File: config.mk
export PLATFORM = sky130hd
export DESIGN_NAME = multi_channel_timer_flat
export DESIGN_NICKNAME = d
export VERILOG_FILES = /design/src/rtl/multi_channel_timer_if.sv /design/src/rtl/multi_channel_timer.sv /design/src/flat_wrapper.sv
export SDC_FILE = /design/constraint.sdc
export NUM_CORES = 1
export LEC_CHECK = 0
export ABC_AREA = 1
export BUFFER_PORTS_ARGS = -buffer_cell sky130_fd_sc_hd__buf_4
export CAP_MARGIN = 20
export CORE_MARGIN = 4
export CORE_UTILIZATION = 25
export DETAILED_ROUTE_END_ITERATION = 8
export GPL_ROUTABILITY_DRIVEN = 1
export GPL_TIMING_DRIVEN = 1
export PLACE_DENSITY_LB_ADDON = 0.3
export SLEW_MARGIN = 25
export SYNTH_ARGS = -nofsm -noshare
export SYNTH_HDL_FRONTEND = slang
export SYNTH_SLANG_ARGS = --single-unit
File: constraint.sdc
create_clock -name CLOCK_50_I -period 2.3 [get_ports CLOCK_50_I]
set_input_delay 0.23 -clock CLOCK_50_I [delete_from_list [all_inputs] [get_ports CLOCK_50_I]]
set_output_delay 0.23 -clock CLOCK_50_I [all_outputs]
set_load 0.01 [all_outputs]
File: src/rtl/multi_channel_timer_if.sv
// Avalon-MM slave bus bundle for the multi-channel timer peripheral.
// The master modport is the bus side (CPU or bench); the slave modport is the timer.
interface multi_channel_timer_if #(
    parameter int ADDR_WIDTH = 5
);
    logic [ADDR_WIDTH-1:0] address;
    logic                  chipselect;
    logic                  read;
    logic                  write;
    logic [31:0]           writedata;
    logic [31:0]           readdata;

    modport master (
        output address, chipselect, read, write, writedata,
        input  readdata
    );

    modport slave (
        input  address, chipselect, read, write, writedata,
        output readdata
    );
endinterface

File: src/rtl/multi_channel_timer.sv
// NUM_CH independent countdown timers sharing one prescaler, behind an Avalon-MM slave.
// Each channel is one-shot or periodic with auto-reload, a sticky expiry flag and an IRQ enable.
module multi_channel_timer #(
    parameter int NUM_CH     = 4,
    parameter int CNT_WIDTH  = 24,
    parameter int PRE_WIDTH  = 16,
    parameter int ADDR_WIDTH = $clog2(4 * NUM_CH + 1)
) (
    input  logic                  CLOCK_50_I,
    input  logic                  RESET_I,
    multi_channel_timer_if.slave  av,
    output logic                  IRQ_O,
    output logic [NUM_CH-1:0]     EXPIRED_O
);
    localparam logic [ADDR_WIDTH-1:0] PRE_ADDR = ADDR_WIDTH'(4 * NUM_CH);

    logic                    wr_en;
    logic                    rd_en;
    logic [ADDR_WIDTH-3:0]   ch_sel;
    logic [1:0]              reg_sel;
    logic                    pre_wr;
    logic                    tick;
    logic [PRE_WIDTH-1:0]    prescale_q, prescale_d;
    logic [PRE_WIDTH-1:0]    pre_cnt_q, pre_cnt_d;
    logic [31:0]             readdata_q, readdata_d;
    logic                    irq_q, irq_d;

    logic [NUM_CH*3-1:0]         ctrl_flat;
    logic [NUM_CH*CNT_WIDTH-1:0] load_flat;
    logic [NUM_CH*CNT_WIDTH-1:0] count_flat;
    logic [NUM_CH-1:0]           expired_q_flat;
    logic [NUM_CH-1:0]           expired_d_flat;
    logic [NUM_CH-1:0]           irq_en_d_flat;

    // Write data is truncated to the register widths, so the high bits are deliberately dropped.
    logic unused_wdata;
    assign unused_wdata = ^av.writedata;

    assign wr_en   = av.chipselect && av.write;
    assign rd_en   = av.chipselect && av.read;
    assign ch_sel  = av.address[ADDR_WIDTH-1:2];
    assign reg_sel = av.address[1:0];

    // A PRESCALE write restarts the phase and suppresses the tick of that cycle.
    assign pre_wr     = wr_en && (av.address == PRE_ADDR);
    assign tick       = (pre_cnt_q == prescale_q) && !pre_wr;
    assign prescale_d = pre_wr ? av.writedata[PRE_WIDTH-1:0] : prescale_q;
    assign pre_cnt_d  = (pre_wr || (pre_cnt_q == prescale_q)) ? '0 : pre_cnt_q + PRE_WIDTH'(1);

    for (genvar gi = 0; gi < NUM_CH; gi++) begin : g_ch
        logic [2:0]           ctrl_q, ctrl_d;
        logic [CNT_WIDTH-1:0] load_q, load_d;
        logic [CNT_WIDTH-1:0] count_q, count_d;
        logic                 expired_q, expired_d;
        logic                 hit;
        logic                 count_wr;
        logic                 dec;
        logic                 fire;

        assign hit      = wr_en && (ch_sel == (ADDR_WIDTH-2)'(gi));
        assign count_wr = hit && (reg_sel == 2'd2);
        // The decrement uses the pre-edge CTRL and yields to a same-cycle COUNT write.
        assign dec      = tick && ctrl_q[0] && (count_q != '0) && !count_wr;
        assign fire     = dec && (count_q == CNT_WIDTH'(1));

        always_comb begin
            ctrl_d    = ctrl_q;
            load_d    = load_q;
            count_d   = count_q;
            expired_d = expired_q;
            if (dec) begin
                if (fire) begin
                    count_d = ctrl_q[1] ? load_q : '0;
                    if (!ctrl_q[1]) begin
                        ctrl_d[0] = 1'b0;
                    end
                end else begin
                    count_d = count_q - CNT_WIDTH'(1);
                end
            end
            if (hit) begin
                case (reg_sel)
                    2'd0:    ctrl_d  = av.writedata[2:0];
                    2'd1:    load_d  = av.writedata[CNT_WIDTH-1:0];
                    2'd2:    count_d = av.writedata[CNT_WIDTH-1:0];
                    default: begin
                        if (av.writedata[0]) begin
                            expired_d = 1'b0;
                        end
                    end
                endcase
            end
            if (fire) begin
                expired_d = 1'b1;
            end
        end

        always_ff @(posedge CLOCK_50_I) begin
            if (RESET_I) begin
                ctrl_q    <= '0;
                load_q    <= '0;
                count_q   <= '0;
                expired_q <= 1'b0;
            end else begin
                ctrl_q    <= ctrl_d;
                load_q    <= load_d;
                count_q   <= count_d;
                expired_q <= expired_d;
            end
        end

        assign ctrl_flat[gi*3 +: 3]                 = ctrl_q;
        assign load_flat[gi*CNT_WIDTH +: CNT_WIDTH]  = load_q;
        assign count_flat[gi*CNT_WIDTH +: CNT_WIDTH] = count_q;
        assign expired_q_flat[gi]                   = expired_q;
        assign expired_d_flat[gi]                   = expired_d;
        assign irq_en_d_flat[gi]                    = ctrl_d[2];
    end

    always_comb begin
        readdata_d = readdata_q;
        if (rd_en) begin
            readdata_d = '0;
            if (av.address == PRE_ADDR) begin
                readdata_d = 32'(prescale_q);
            end else begin
                for (int c = 0; c < NUM_CH; c++) begin
                    if (ch_sel == (ADDR_WIDTH-2)'(c)) begin
                        case (reg_sel)
                            2'd0:    readdata_d = 32'(ctrl_flat[c*3 +: 3]);
                            2'd1:    readdata_d = 32'(load_flat[c*CNT_WIDTH +: CNT_WIDTH]);
                            2'd2:    readdata_d = 32'(count_flat[c*CNT_WIDTH +: CNT_WIDTH]);
                            default: readdata_d = 32'(expired_q_flat[c]);
                        endcase
                    end
                end
            end
        end
    end

    // IRQ is built from the next-state flags so it rises on the same edge as EXPIRED_O.
    assign irq_d = |(expired_d_flat & irq_en_d_flat);

    always_ff @(posedge CLOCK_50_I) begin
        if (RESET_I) begin
            prescale_q <= '0;
            pre_cnt_q  <= '0;
            readdata_q <= '0;
            irq_q      <= 1'b0;
        end else begin
            prescale_q <= prescale_d;
            pre_cnt_q  <= pre_cnt_d;
            readdata_q <= readdata_d;
            irq_q      <= irq_d;
        end
    end

    assign av.readdata = readdata_q;
    assign IRQ_O       = irq_q;
    assign EXPIRED_O   = expired_q_flat;
endmodule
File: src/flat_wrapper.sv
// flat-port wrapper written by rule: the top's interface ports become plain ports
module multi_channel_timer_flat 
#(
    parameter int NUM_CH     = 4,
    parameter int CNT_WIDTH  = 24,
    parameter int PRE_WIDTH  = 16,
    parameter int ADDR_WIDTH = $clog2(4 * NUM_CH + 1)
)
  (CLOCK_50_I, RESET_I, IRQ_O, EXPIRED_O, av_address, av_chipselect, av_read, av_write, av_writedata, av_readdata);
  multi_channel_timer_if #(.ADDR_WIDTH(ADDR_WIDTH)) av_i ();
  input  logic CLOCK_50_I;
  input  logic RESET_I;
  output logic IRQ_O;
  output logic [NUM_CH-1:0] EXPIRED_O;
  input wire logic [$bits(av_i.address)-1:0] av_address;
  input wire logic [$bits(av_i.chipselect)-1:0] av_chipselect;
  input wire logic [$bits(av_i.read)-1:0] av_read;
  input wire logic [$bits(av_i.write)-1:0] av_write;
  input wire logic [$bits(av_i.writedata)-1:0] av_writedata;
  output wire logic [$bits(av_i.readdata)-1:0] av_readdata;
  assign av_i.address = av_address;
  assign av_i.chipselect = av_chipselect;
  assign av_i.read = av_read;
  assign av_i.write = av_write;
  assign av_i.writedata = av_writedata;
  assign av_readdata = av_i.readdata;
  multi_channel_timer #(.NUM_CH(NUM_CH), .CNT_WIDTH(CNT_WIDTH), .PRE_WIDTH(PRE_WIDTH), .ADDR_WIDTH(ADDR_WIDTH)) u_core (.CLOCK_50_I(CLOCK_50_I), .RESET_I(RESET_I), .av(av_i), .IRQ_O(IRQ_O), .EXPIRED_O(EXPIRED_O));
endmodule
==> metrics.cfg <==
[run_status]
run_status=complete, no violations

[sta]
layout_setup_ws_ps=157
max_freq_mhz=467
report.final.setup_viol=0
final-hold-violation-count=0
timing_worst_slew_pin_value_ps=906
min_period_over_period_pct=93.2
hold-worst-slack_ps=28.2
slew_headroom_pct=39.4
final-max-slew-violation-count=0
rsz_0062_raised_after_global_routing=no
worst_case_clock_skew_ps=15.1
tns_ps=0
layout_min_cycle_time_ps=2140

[logic_synthesis]
synth_area_leaders=dfxtp_1 (33%), nand2_1 (13%), a21oi_1 (8.6%), o21ai_0 (7.5%), inv_1 (6.6%)
yosys_warnings=0
synth_area_per_cell_um2=6.29
synth.ff_latch_count=265
synth.cell_area_mm2=0.0163
yosysSeqAreaShare_pct=32.5
largest_area_contributor_in_the_synthesized_netlist=dfxtp_1
unique_masters_post_synth=52
number_of_instances_in_the_synthesized_netlist=2592
synth_top_area_share_pct=32.5
synthFlopType=dfxtp_1
count_of_flip_flops_with_a_built_in_enable_after_synthesis=0
ys_async_sr_fraction_pct=0

[detailed_routing]
final_antenna_net_count=0
drt_iter0_markers=2084
vias=18400
dr.pass1.iters=6
detail_route.wl_per_cell_um=20.6
wirelength_um=75100
via_per_instance_ratio=5.06
drc_errors=0

[power]
seq_power_share_pct=40.3
net_switching_power_figure_mw=3.25
pwr-share-comb_pct=11.4
power_frac_clock_pct=48.3
max-vdd-ir-drop_mv=0.368
reported_leakage_power_nw=8.59
report.power.total_mw=11.6
switching_share_pct=28.0
internal-power_mw=8.36
pwr_density_cell_mw_per_mm2=576

[placed_design]
gpl.final_weighted_congestion=0.988
dpl_cell_area_mm2=0.0189
placement.setup.worst_slack_ps=177
place_inst=3576
dp.final_hpwl_um=56800
port_buffers=62

[floorplan]
x_dimension_of_the_die_um=263
design.portCount=79
dieHeight_um=263
core_region_area_mm2=0.0645
start_util_pct=25.3
placementRows=93
floorplan.die_area_mm2=0.0694

[clock_tree]
cts_num_sinks=265
cts-root-buf=clkbuf_16
tritoncts=built
clock_latency_ps=560
cts_made_buffers=34
htreeDepth=2
cts.reportedPaths.clkPinSlew_ps=60
cts-root-to-sink-buffers=3

[finish]
multi_input_combinational_cell_area_mm2=0.00925
commonest_non_fill_non_tap_cell_in_the_layout=nand2_1
diodes=0
area_taken_by_flip_flops_and_latches_mm2=0.00531
finalNetCount=2814
finish.utilization_pct=31.3
fillers=7161
final_area_mm2=0.0202
flow.area_growth_from_synthesis_pct=23.6
layoutNonFillerInstCount=3642
layout_common_cells=nand2_1 (578), inv_1 (284), a21oi_1 (280)
drive_above_1_share_pct=14.7

[setup_path]
worstPathMaxFanout=5
timing.critical_path.to_type=flop
critical_path_class=flop to flop
timing.reg2reg.worst_path_depth=13
required_ps=2720
critical_path_arrival_ps=2570
worst_setup_path_start_kind=flop

[run]
cap_viol_max_count=0

[global_route]
grt_pass1_vias=17100
antenna_found_initial=1
grt_start_max_net_pins=85
gr-total-overflow=0
grt_first_pass_wirelength_um=111000
grt_use_total_pct=20.7

[min_path]
hold_path_class=primary input to flop
timing.hold.worst_path_depth=3

logic make-up (layout without fill, tap and decap cells):
kind of cell,after synthesis,in the layout,synth area share [%]
DFF,265,265,32.5
AOI/OAI and AO/OA,714,714,24.0
and+or+nand+nor,1111,1111,29.6
buffers and inverters,456,644,11.2
adders and majority gates,10,10,0.767
xor gates and xnor gates,35,35,1.88
other,1,8,0.0230
path summary, 6_finish.rpt:
check | start | to | slack [ps]
max | u_core.g_ch[2].count_q[2] | u_core.IRQ_O | 160
min | av_writedata[14] | u_core.g_ch[3].load_q[14] | 30
max reg2reg | u_core.g_ch[2].count_q[2] | u_core.IRQ_O | 160
min reg2reg | u_core.av.readdata[16] | u_core.av.readdata[16] | 470
layer usage:
| metal | wire length [um] | GRT usage (%) | vias up |
|---|---|---|---|
| met2 | 31900 | 31.4 | 762 |
| li1 | - | - | 8929 |
| met5 | 0 | 0 | - |
| met1 | 33200 | 28.5 | 8591 |
| met4 | 4050 | 10.1 | 0 |
| met3 | 5930 | 3.50 | 151 |
area by class of cell:
class | count | share of cell area [%]
repair buffers | 271 | 10.9
flip-flops and latches | 265 | 26.3
well taps | 855 | 5.31
multi-input cells | 1878 | 45.9
inverters | 312 | 5.85
clock buffers | 49 | 5.22
clock inverters | 12 | 0.497
power by group through the flow:
stage / Combinational [mW] / Sequential (mW) / Clock [mW]
floorplan: 0.651 / 4.78 / 0
global placement: 1.29 / 4.78 / 0
detailed placement: 1.29 / 4.78 / 0
CTS: 1.30 / 4.68 / 5.71
global route: 1.41 / 4.68 / 5.85
finish: 1.33 / 4.68 / 5.61
state kept, by name (all words and copies together), names as in the netlist:
register               flops
u_core.IRQ_O               1
u_core.av.readdata        24
u_core.g_ch.count_q       96
u_core.g_ch.ctrl_q        12
u_core.g_ch.expired_q      4
u_core.g_ch.load_q        96
u_core.pre_cnt_q          16
u_core.prescale_q         16
cells in the mapped netlist (24+ instances only):
cell type and count:
nand2_1 579, inv_1 285, a21oi_1 280, dfxtp_1 265, o21ai_0 243, nor2_1 223
nand3_1 192, clkbuf_1 94, o22ai_1 55, o211ai_1 49, o21ai_1 42, xor2_1 31
nand4_1 26, nor3_1 26, inv_2 24
worst max-delay path, stage by stage, from the launching register on:
cell and delay [ps]:
dfxtp_1 330, nor2_1 230, nand2_1 170, nor2_2 180
nand3_2 110, o21ai_2 260, nor2_8 80, nand3_1 110
nand2_1 60, nand2_1 110, nand2_1 80, nor2_2 120
buf_4 150, nor2_1 40
repair_timing:
action / CTS / global route
resized for setup: 0 / 10
hold endpoints to repair: 5 / 0
endpoints found under the setup margin: 0 / 11
setup buffers: 0 / 1
hold buffers: 4 / 0
No activity file was read; power rests on OpenSTA's default activity.
